<file path="src/rtl/beep_pkg.sv">
// beep_pkg: shared types and default timing constants for the buzzer sequencer.
package beep_pkg;

    typedef enum logic [1:0] {IDLE, ON, OFF} state_t;

    localparam int BEEP_CNT_W     = 4;
    localparam int DEF_ON_CYCLES  = 50_000_000;
    localparam int DEF_OFF_CYCLES = 25_000_000;
    localparam int DEF_TONE_HALF  = 25_000;

    function automatic int imax(input int a, input int b);
        return (a > b) ? a : b;
    endfunction

endpackage

</file>
<file path="src/rtl/tone_gen.sv">
// tone_gen: square wave for a passive piezo; starts high when enabled, cleared while disabled.
module tone_gen #(
    parameter int TONE_HALF = 25_000
) (
    input  logic clk,
    input  logic rst,
    input  logic enable,
    output logic wave
);

    localparam int TW = (TONE_HALF > 1) ? $clog2(TONE_HALF) : 1;

    logic [TW-1:0] cnt;
    logic          run;

    // First enabled edge raises the wave, then it toggles every TONE_HALF cycles
    always_ff @(posedge clk or negedge rst) begin
        if (!rst) begin
            cnt  <= '0;
            run  <= 1'b0;
            wave <= 1'b0;
        end else if (!enable) begin
            cnt  <= '0;
            run  <= 1'b0;
            wave <= 1'b0;
        end else if (!run) begin
            cnt  <= '0;
            run  <= 1'b1;
            wave <= 1'b1;
        end else if (cnt == TW'(TONE_HALF - 1)) begin
            cnt  <= '0;
            wave <= ~wave;
        end else begin
            cnt  <= cnt + 1'b1;
        end
    end

endmodule

</file>
<file path="src/rtl/beep_sequencer.sv">
// beep_sequencer: plays count beeps of ON_CYCLES on / OFF_CYCLES off; BEEP_TONE_EN selects a piezo tone.
module beep_sequencer
    import beep_pkg::*;
#(
    parameter int ON_CYCLES  = DEF_ON_CYCLES,
    parameter int OFF_CYCLES = DEF_OFF_CYCLES,
    parameter int TONE_HALF  = DEF_TONE_HALF
) (
    input  logic                  clk,
    input  logic                  rst,
    input  logic                  start,
    input  logic [BEEP_CNT_W-1:0] count,
    input  logic                  cancel,
    output logic                  buzzer,
    output logic                  busy,
    output logic                  done
);

    localparam int PMAX = imax(ON_CYCLES, OFF_CYCLES);
    localparam int PW   = (PMAX > 1) ? $clog2(PMAX) : 1;

    if (ON_CYCLES < 1 || OFF_CYCLES < 1 || TONE_HALF < 1) begin : g_bad_param
        $error("beep_sequencer: ON_CYCLES, OFF_CYCLES and TONE_HALF must be >= 1");
    end

    state_t                state, state_nx;
    logic [PW-1:0]         phase;
    logic [BEEP_CNT_W-1:0] remain;
    logic                  expire, done_nx, buzzer_nx;

    assign expire = (phase == '0);

    // State register
    always_ff @(posedge clk or negedge rst) begin
        if (!rst) state <= IDLE;
        else      state <= state_nx;
    end

    // Next state: cancel beats everything, the last ON phase returns straight to IDLE
    always_comb begin
        state_nx = state;
        if (state == IDLE)
            state_nx = (start && count != '0 && !cancel) ? ON : IDLE;
        else if (cancel)
            state_nx = IDLE;
        else if (expire)
            state_nx = (state == OFF) ? ON : ((remain == BEEP_CNT_W'(1)) ? IDLE : OFF);
    end

    // Outputs: leaving ON without cancel is a normal completion
    always_comb begin
        busy      = (state != IDLE);
        done_nx   = (state == ON) && (state_nx == IDLE) && !cancel;
        buzzer_nx = (state_nx == ON);
    end

    // Phase counter reloads on each phase entry; beeps-remaining counts down per ON->OFF
    always_ff @(posedge clk or negedge rst) begin
        if (!rst) begin
            phase  <= '0;
            remain <= '0;
            done   <= 1'b0;
        end else begin
            phase  <= (state_nx == ON  && state != ON)  ? PW'(ON_CYCLES - 1)  :
                      (state_nx == OFF && state != OFF) ? PW'(OFF_CYCLES - 1) :
                      (state_nx == IDLE)                ? '0 : phase - 1'b1;
            remain <= (state == IDLE && state_nx == ON) ? count :
                      (state == ON && state_nx == OFF)  ? remain - 1'b1 :
                      (state_nx == IDLE)                ? '0 : remain;
            done   <= done_nx;
        end
    end

`ifdef BEEP_TONE_EN
    tone_gen #(.TONE_HALF(TONE_HALF)) u_tone (
        .clk    (clk),
        .rst    (rst),
        .enable (buzzer_nx),
        .wave   (buzzer)
    );
`else
    // Steady drive for an active buzzer
    always_ff @(posedge clk or negedge rst) begin
        if (!rst) buzzer <= 1'b0;
        else      buzzer <= buzzer_nx;
    end
`endif

endmodule

</file>
<file path="config.mk">
export PLATFORM = sky130hd
export DESIGN_NAME = beep_sequencer
export DESIGN_NICKNAME = d
export VERILOG_FILES = /design/src/rtl/beep_pkg.sv /design/src/rtl/tone_gen.sv /design/src/rtl/beep_sequencer.sv
export SDC_FILE = /design/constraint.sdc
export NUM_CORES = 1
export LEC_CHECK = 0
export CAP_MARGIN = 30
export CORE_MARGIN = 2
export CORE_UTILIZATION = 55
export CTS_CLUSTER_SIZE = 14
export DETAILED_ROUTE_END_ITERATION = 10
export PLACE_DENSITY = 0.75
export SLEW_MARGIN = 20
export SYNTH_ARGS = -nofsm -noshare
export SYNTH_HDL_FRONTEND = slang
export SYNTH_SLANG_ARGS = --single-unit
</file>
<file path="constraint.sdc">
create_clock -name clk -period 3.2 [get_ports clk]
set_clock_uncertainty 0.1 [all_clocks]
set_input_delay 0.96 -clock clk [delete_from_list [all_inputs] [get_ports clk]]
set_output_delay 0.96 -clock clk [all_outputs]
set_load 0.005 [all_outputs]
</file>
### Word-level counts from Yosys, hierarchy flattened

Cells that the tools add are included.

| cells by class | value |
|---|---|
| add/sub/neg operators | 2 |
| reductions and logical operators | 15 |
| eq/ne operators | 7 |
| muxes and demuxes | 12 |

Operator list:

| cell | count |
|---|---|
| $mux 26 | 3 |
| $logic_not 26->1 | 1 |
| $sub 26x1->26 const B | 1 |
| $mux 4 | 3 |
| $mux 2 | 5 |
| $logic_and 1x1->1 | 8 |
| $eq 2x1->1 const B | 2 |
| $eq 2x2->1 const B | 2 |
| $eq 4x1->1 const B | 1 |
| $logic_not 2->1 | 2 |
| $reduce_bool 4->1 | 1 |
| $sub 4x1->4 const B | 1 |
| $reduce_bool 3->1 | 1 |
| $ne 2x1->1 const B | 1 |
| $ne 2x2->1 const B | 1 |
| $reduce_bool 2->1 | 1 |
| $logic_not 1->1 | 1 |
| $mux 1 | 1 |

| word-level totals | value |
|---|---|
| output and inout bits | 3 |
| register bits | 34 |

### Longest topological paths before layout

| depth | value |
|---|---|
| word-level depth | 10 |
| gate-level depth with buffers | 8 |
| depth with buffers taken out | 7 |

### Least setup slack after synthesis

Ideal clock, no wire load.

| timing | value |
|---|---|
| kind | input to register |
| start point | input count[2] |
| end point | register phase[3] |
| arrival | 2,096 ps |
| setup slack | 878 ps |
| data required time | 2,974 ps |
| stages on the path | 5 |
| cells stage by stage | o41ai_1 nor4_1 a31oi_1 buf_2 o21ai_1 |

| on the way | value |
|---|---|
| longest elaborated chain between the ends | 9 |

RTL lines:

| element | RTL line | source |
|---|---|---|
| start, declared | beep_sequencer.sv:12 | `input logic [BEEP_CNT_W-1:0] count,` |
| $reduce_bool 4->1 (*) | beep_sequencer.sv:43 | `state_nx = (start && count != '0 && !cancel) ? ON : IDLE;` |
| $logic_and 1x1->1 (*) (2 in a row) | beep_sequencer.sv:43 |  |
| $mux 1 (*) | beep_sequencer.sv:43 |  |
| $mux 2 (*) | beep_sequencer.sv:42 | `if (state == IDLE)` |
| $logic_not 2->1 or $eq 2x2->1 (tied branches) | beep_sequencer.sv:66, beep_sequencer.sv:65 |  |
| $mux 26 or $logic_and 1x1->1 (tied branches) | beep_sequencer.sv:66, beep_sequencer.sv:65 |  |
| $mux 26 | beep_sequencer.sv:65 | `(state_nx == OFF && state != OFF) ? PW'(OFF_CYCLES - 1) :` |
| $mux 26 (*) | beep_sequencer.sv:64 | `phase <= (state_nx == ON && state != ON) ? PW'(ON_CYCLES - 1) :` |
| end signal, assigned | beep_sequencer.sv:64 |  |
| end, declared | beep_sequencer.sv:27 | `logic [PW-1:0] phase;` |

Every way passes the cells marked *; elsewhere a longest branch is shown, timed or not.
A chain may end at the register's enable or synchronous reset.

### Worst setup path in the final report

| timing | value |
|---|---|
| start point | register phase[0] |
| end point | register done |

| on the way | value |
|---|---|
| longest elaborated chain between the ends | 7 |

RTL lines:

| element | RTL line | source |
|---|---|---|
| $logic_not 26->1 | beep_sequencer.sv:31 | `assign expire = (phase == '0);` |
| $mux 2 | beep_sequencer.sv:46 | `else if (expire)` |
| $mux 2 | beep_sequencer.sv:44 | `else if (cancel)` |
| $mux 2 | beep_sequencer.sv:42 |  |
| $logic_not 2->1 | beep_sequencer.sv:53 | `done_nx = (state == ON) && (state_nx == IDLE) && !cancel;` |
| $logic_and 1x1->1 (2 in a row) | beep_sequencer.sv:53 |  |
| named net done_nx | beep_sequencer.sv:29 | `logic expire, done_nx, buzzer_nx;` |
| end signal, assigned | beep_sequencer.sv:70 | `done <= done_nx;` |
| end, declared | beep_sequencer.sv:16 | `output logic done` |

The timed path passes the listed nets, and every way through them passes these cells.

==> flow_summary.ini <==
[grt]
gr-total-overflow = 0
use_met2_pct = 38.7
grt_use_met3_pct = 5.62
top_usage_layer = met2
grt_pass1_wl_um = 6970
track_usage_pct = 22.7
grt_max_degree = 35
grt_pass1_vias = 1549
antenna_found_initial = 0
use_met1_pct = 28.7

[setup_path]
worst_path_max_delay_cell = or4b_1
cpPeakStageDelay_ns = 0.56
path_buf_inv = 1
end_kind = flip-flop
r2r_start = phase[0]$_DFF_PN0_
regToRegSetupSlack_ns = 0.26
crit_cells = 7
cp_top_family = simple AND/OR/NAND/NOR gates
r2r-end = done$_DFF_PN0_
path_class = reg2reg
required_ns = 3.36
arrival_ns = 3.11
ff2ff_path_depth = 7
start_kind = flip-flop
path_max_fanout = 14
path_cells = inv_1, ha_1, or4b_1, nor4_4, nand2_2, o21ai_2, nor3b_1

[clock_tree]
ctsResizeCount = 0
insertion_delay_ns = 0.34
cts_root_buffer = clkbuf_4
htreeDepth = 2
cts_setup_buffers = 0
cts_hold_buffers = 0
clk_pin_slew_ns = 0.11
cts_tree = done
cts_inserted_buffers = 5
clkSinkCount = 34
cts_buffer_depth = 2

[die]
start_util_pct = 56.6
fp.dieArea_sq_um = 3860
rows = 21
chipWidth_um = 62.1
fp.dieH_um = 62.1
io_pins = 11
coreArea_sq_um = 3280

[logic_synthesis]
syn-num-nets = 203
synth_area_per_cell_sq_um = 9.68
yosysSeqAreaShare_pct = 45.8
synthSimpleGateAreaFrac_pct = 24.6
synth-edff-count = 0
ys_ff_latch = 34
synth_mux_area_share_pct = 0
synth_ff_type = dfrtp_1
synth_top_family_by_area = simple AND/OR/NAND/NOR gates
ys_warn_count = 0
synth_compound_area_share_pct = 13.1
async_flop_share_pct = 100
synth_fa_ha_area_share_pct = 2.02
ys_types = 39
syn_area_sq_um = 1860
synth_xor_area_share_pct = 11.3
postSynthCellCount = 192

[outcome]
outcome = completed

[pwr]
leakage_nw = 0.873
p_per_area_nw_per_um2 = 529
ir_worst_vdd_uv = 297

[route]
antenna_left = 0
wirelength_um = 3980
num_vias = 1512
wire_per_inst_um = 15.8
drc = 0
vias_per_cell = 6.00
drt_pre_antenna_iters = 4
drt_iter0_drc = 106

[timing]
report.final.hold_viol_count = 0
max_freq_ghz = 0.340
finalCritPeriodShare_pct = 91.9
setup_tns_ns = 0
post-route-min-period_ns = 2.94
relSlewSlack_pct = 54.3
rsz0062_at_grt = false
worst_pin_slew_ns = 0.679
slew_viol_final = 0
finalSetupViolations = 0

[layout]
nets = 216
synthToLayoutAreaGrowth_pct = 10.9
fillers = 274
stdcell_area_sq_um = 2060
drive_gt1_share_pct = 9.22
antenna_cells = 0

[min_path]
min_path_cells = 1
min_path_type = reg2reg
hp-start = phase[0]$_DFF_PN0_
min_to = phase[0]$_DFF_PN0_

[flow_run]
cap_violations = 0

[placement]
hpwlAfterDp_um = 2770
gp_congestion = 0.867
place_area_sq_um = 2000
io_buffers = 10
==> synth_stat cells (all sizes together) (2+ instances only) <==
master / instances / area share (%)
clkbuf: 2 / 0.40
a31oi: 4 / 1.3
dfrtp: 34 / 46
and2: 2 / 0.74
nor3: 7 / 2.2
or3: 2 / 0.67
nor3b: 4 / 1.6
nor2b: 3 / 1.0
inv: 6 / 1.2
nand3: 7 / 1.9
ha: 3 / 2.0
xnor2: 11 / 5.2
o2111ai: 2 / 0.94
or2: 3 / 1.0
nor4: 11 / 5.3
xor2: 13 / 6.1
a21oi: 3 / 0.81
o21ai: 22 / 6.1
or4: 5 / 2.0
a21o: 3 / 1.2
nand2: 15 / 3.2
nor2: 16 / 3.2
buf: 5 / 1.6
==> layer usage <==
metal | up-vias | share of wire, %
met2 | 48 | 50
li1 | 707 | -
met3 | 8 | 4.7
met5 | - | 0
met1 | 749 | 44
met4 | 0 | 1.4
==> cells in the final DEF (no fill, tap or decap), types with 5 or more instances in the layout <==
cell | netlist | routed
dfrtp_1 | 34 | 34
o21ai_1 | 21 | 21
nor2_1 | 16 | 16
nand2_1 | 14 | 14
xor2_1 | 13 | 13
xnor2_1 | 11 | 11
clkdlybuf4s50_1 | 0 | 10
nor4_1 | 9 | 9
nand3_1 | 7 | 7
inv_1 | 6 | 6
nor3_1 | 6 | 6
or4_1 | 5 | 5
clkbuf_4 | 0 | 5
==> worst max path at each step <==
stage                                  start                  end  slack [ns]
after floorplan                     count[2]   phase[3]$_DFF_PN0_        0.88
after global placement    phase[0]$_DFF_PN0_       done$_DFF_PN0_        0.32
after detailed placement  phase[0]$_DFF_PN0_  phase[12]$_DFF_PN0_        0.34
after CTS                 phase[0]$_DFF_PN0_       done$_DFF_PN0_        0.29
after global routing      phase[0]$_DFF_PN0_       done$_DFF_PN0_        0.07
final                     phase[0]$_DFF_PN0_       done$_DFF_PN0_        0.26
==> area by class of cell <==
cell class | instances | area, sq um | share of cell area (%)
Sequential cell | 34 | 851 | 41.3
Tap cell | 46 | 57.6 | 2.79
Clock inverter | 1 | 5.00 | 0.243
Timing Repair Buffer | 13 | 123 | 5.95
Multi-Input combinational cell | 145 | 947 | 46.0
Clock buffer | 7 | 55.1 | 2.67
Inverter | 6 | 22.5 | 1.09
==> cell families (layout without fill, tap and decap cells) <==
| kind of cell | Yosys count | in the layout |
|---|---|---|
| AO/OA/AOI/OAI | 39 | 39 |
| buffers and inverters | 13 | 27 |
| XOR/XNOR | 24 | 24 |
| flip-flops | 34 | 34 |
| AND/OR/NAND/NOR | 79 | 79 |
| adder cells (fa/ha/maj) | 3 | 3 |
==> power breakdown <==
part / total [mW] / internal [mW] / leakage [nW] / switching, mW
Combinational: 0.309 / 0.130 / 0.387 / 0.180
Clock: 0.253 / 0.106 / 0.0353 / 0.147
Sequential: 0.528 / 0.475 / 0.451 / 0.0533
==> sequential cells by signal, summed over array words and instances (netlist names) <==
register  cells
phase        26
remain        4
state         2
buzzer        1
done          1
==> stage by stage <==
stage,worst slack [ns],hold WS [ns],utilization [%],instances,total power [mW]
after detailed placement,0.343,0.403,60.9,244,0.839
after floorplan,0.878,0.359,-,192,0.761
after global placement,0.319,0.379,60.9,244,0.824
after CTS,0.293,0.417,62.7,252,1.09
final,0.258,0.416,62.7,252,1.09
after global routing,0.0652,0.449,62.7,252,1.16
Note: power is estimated with default switching activity, not from simulation.
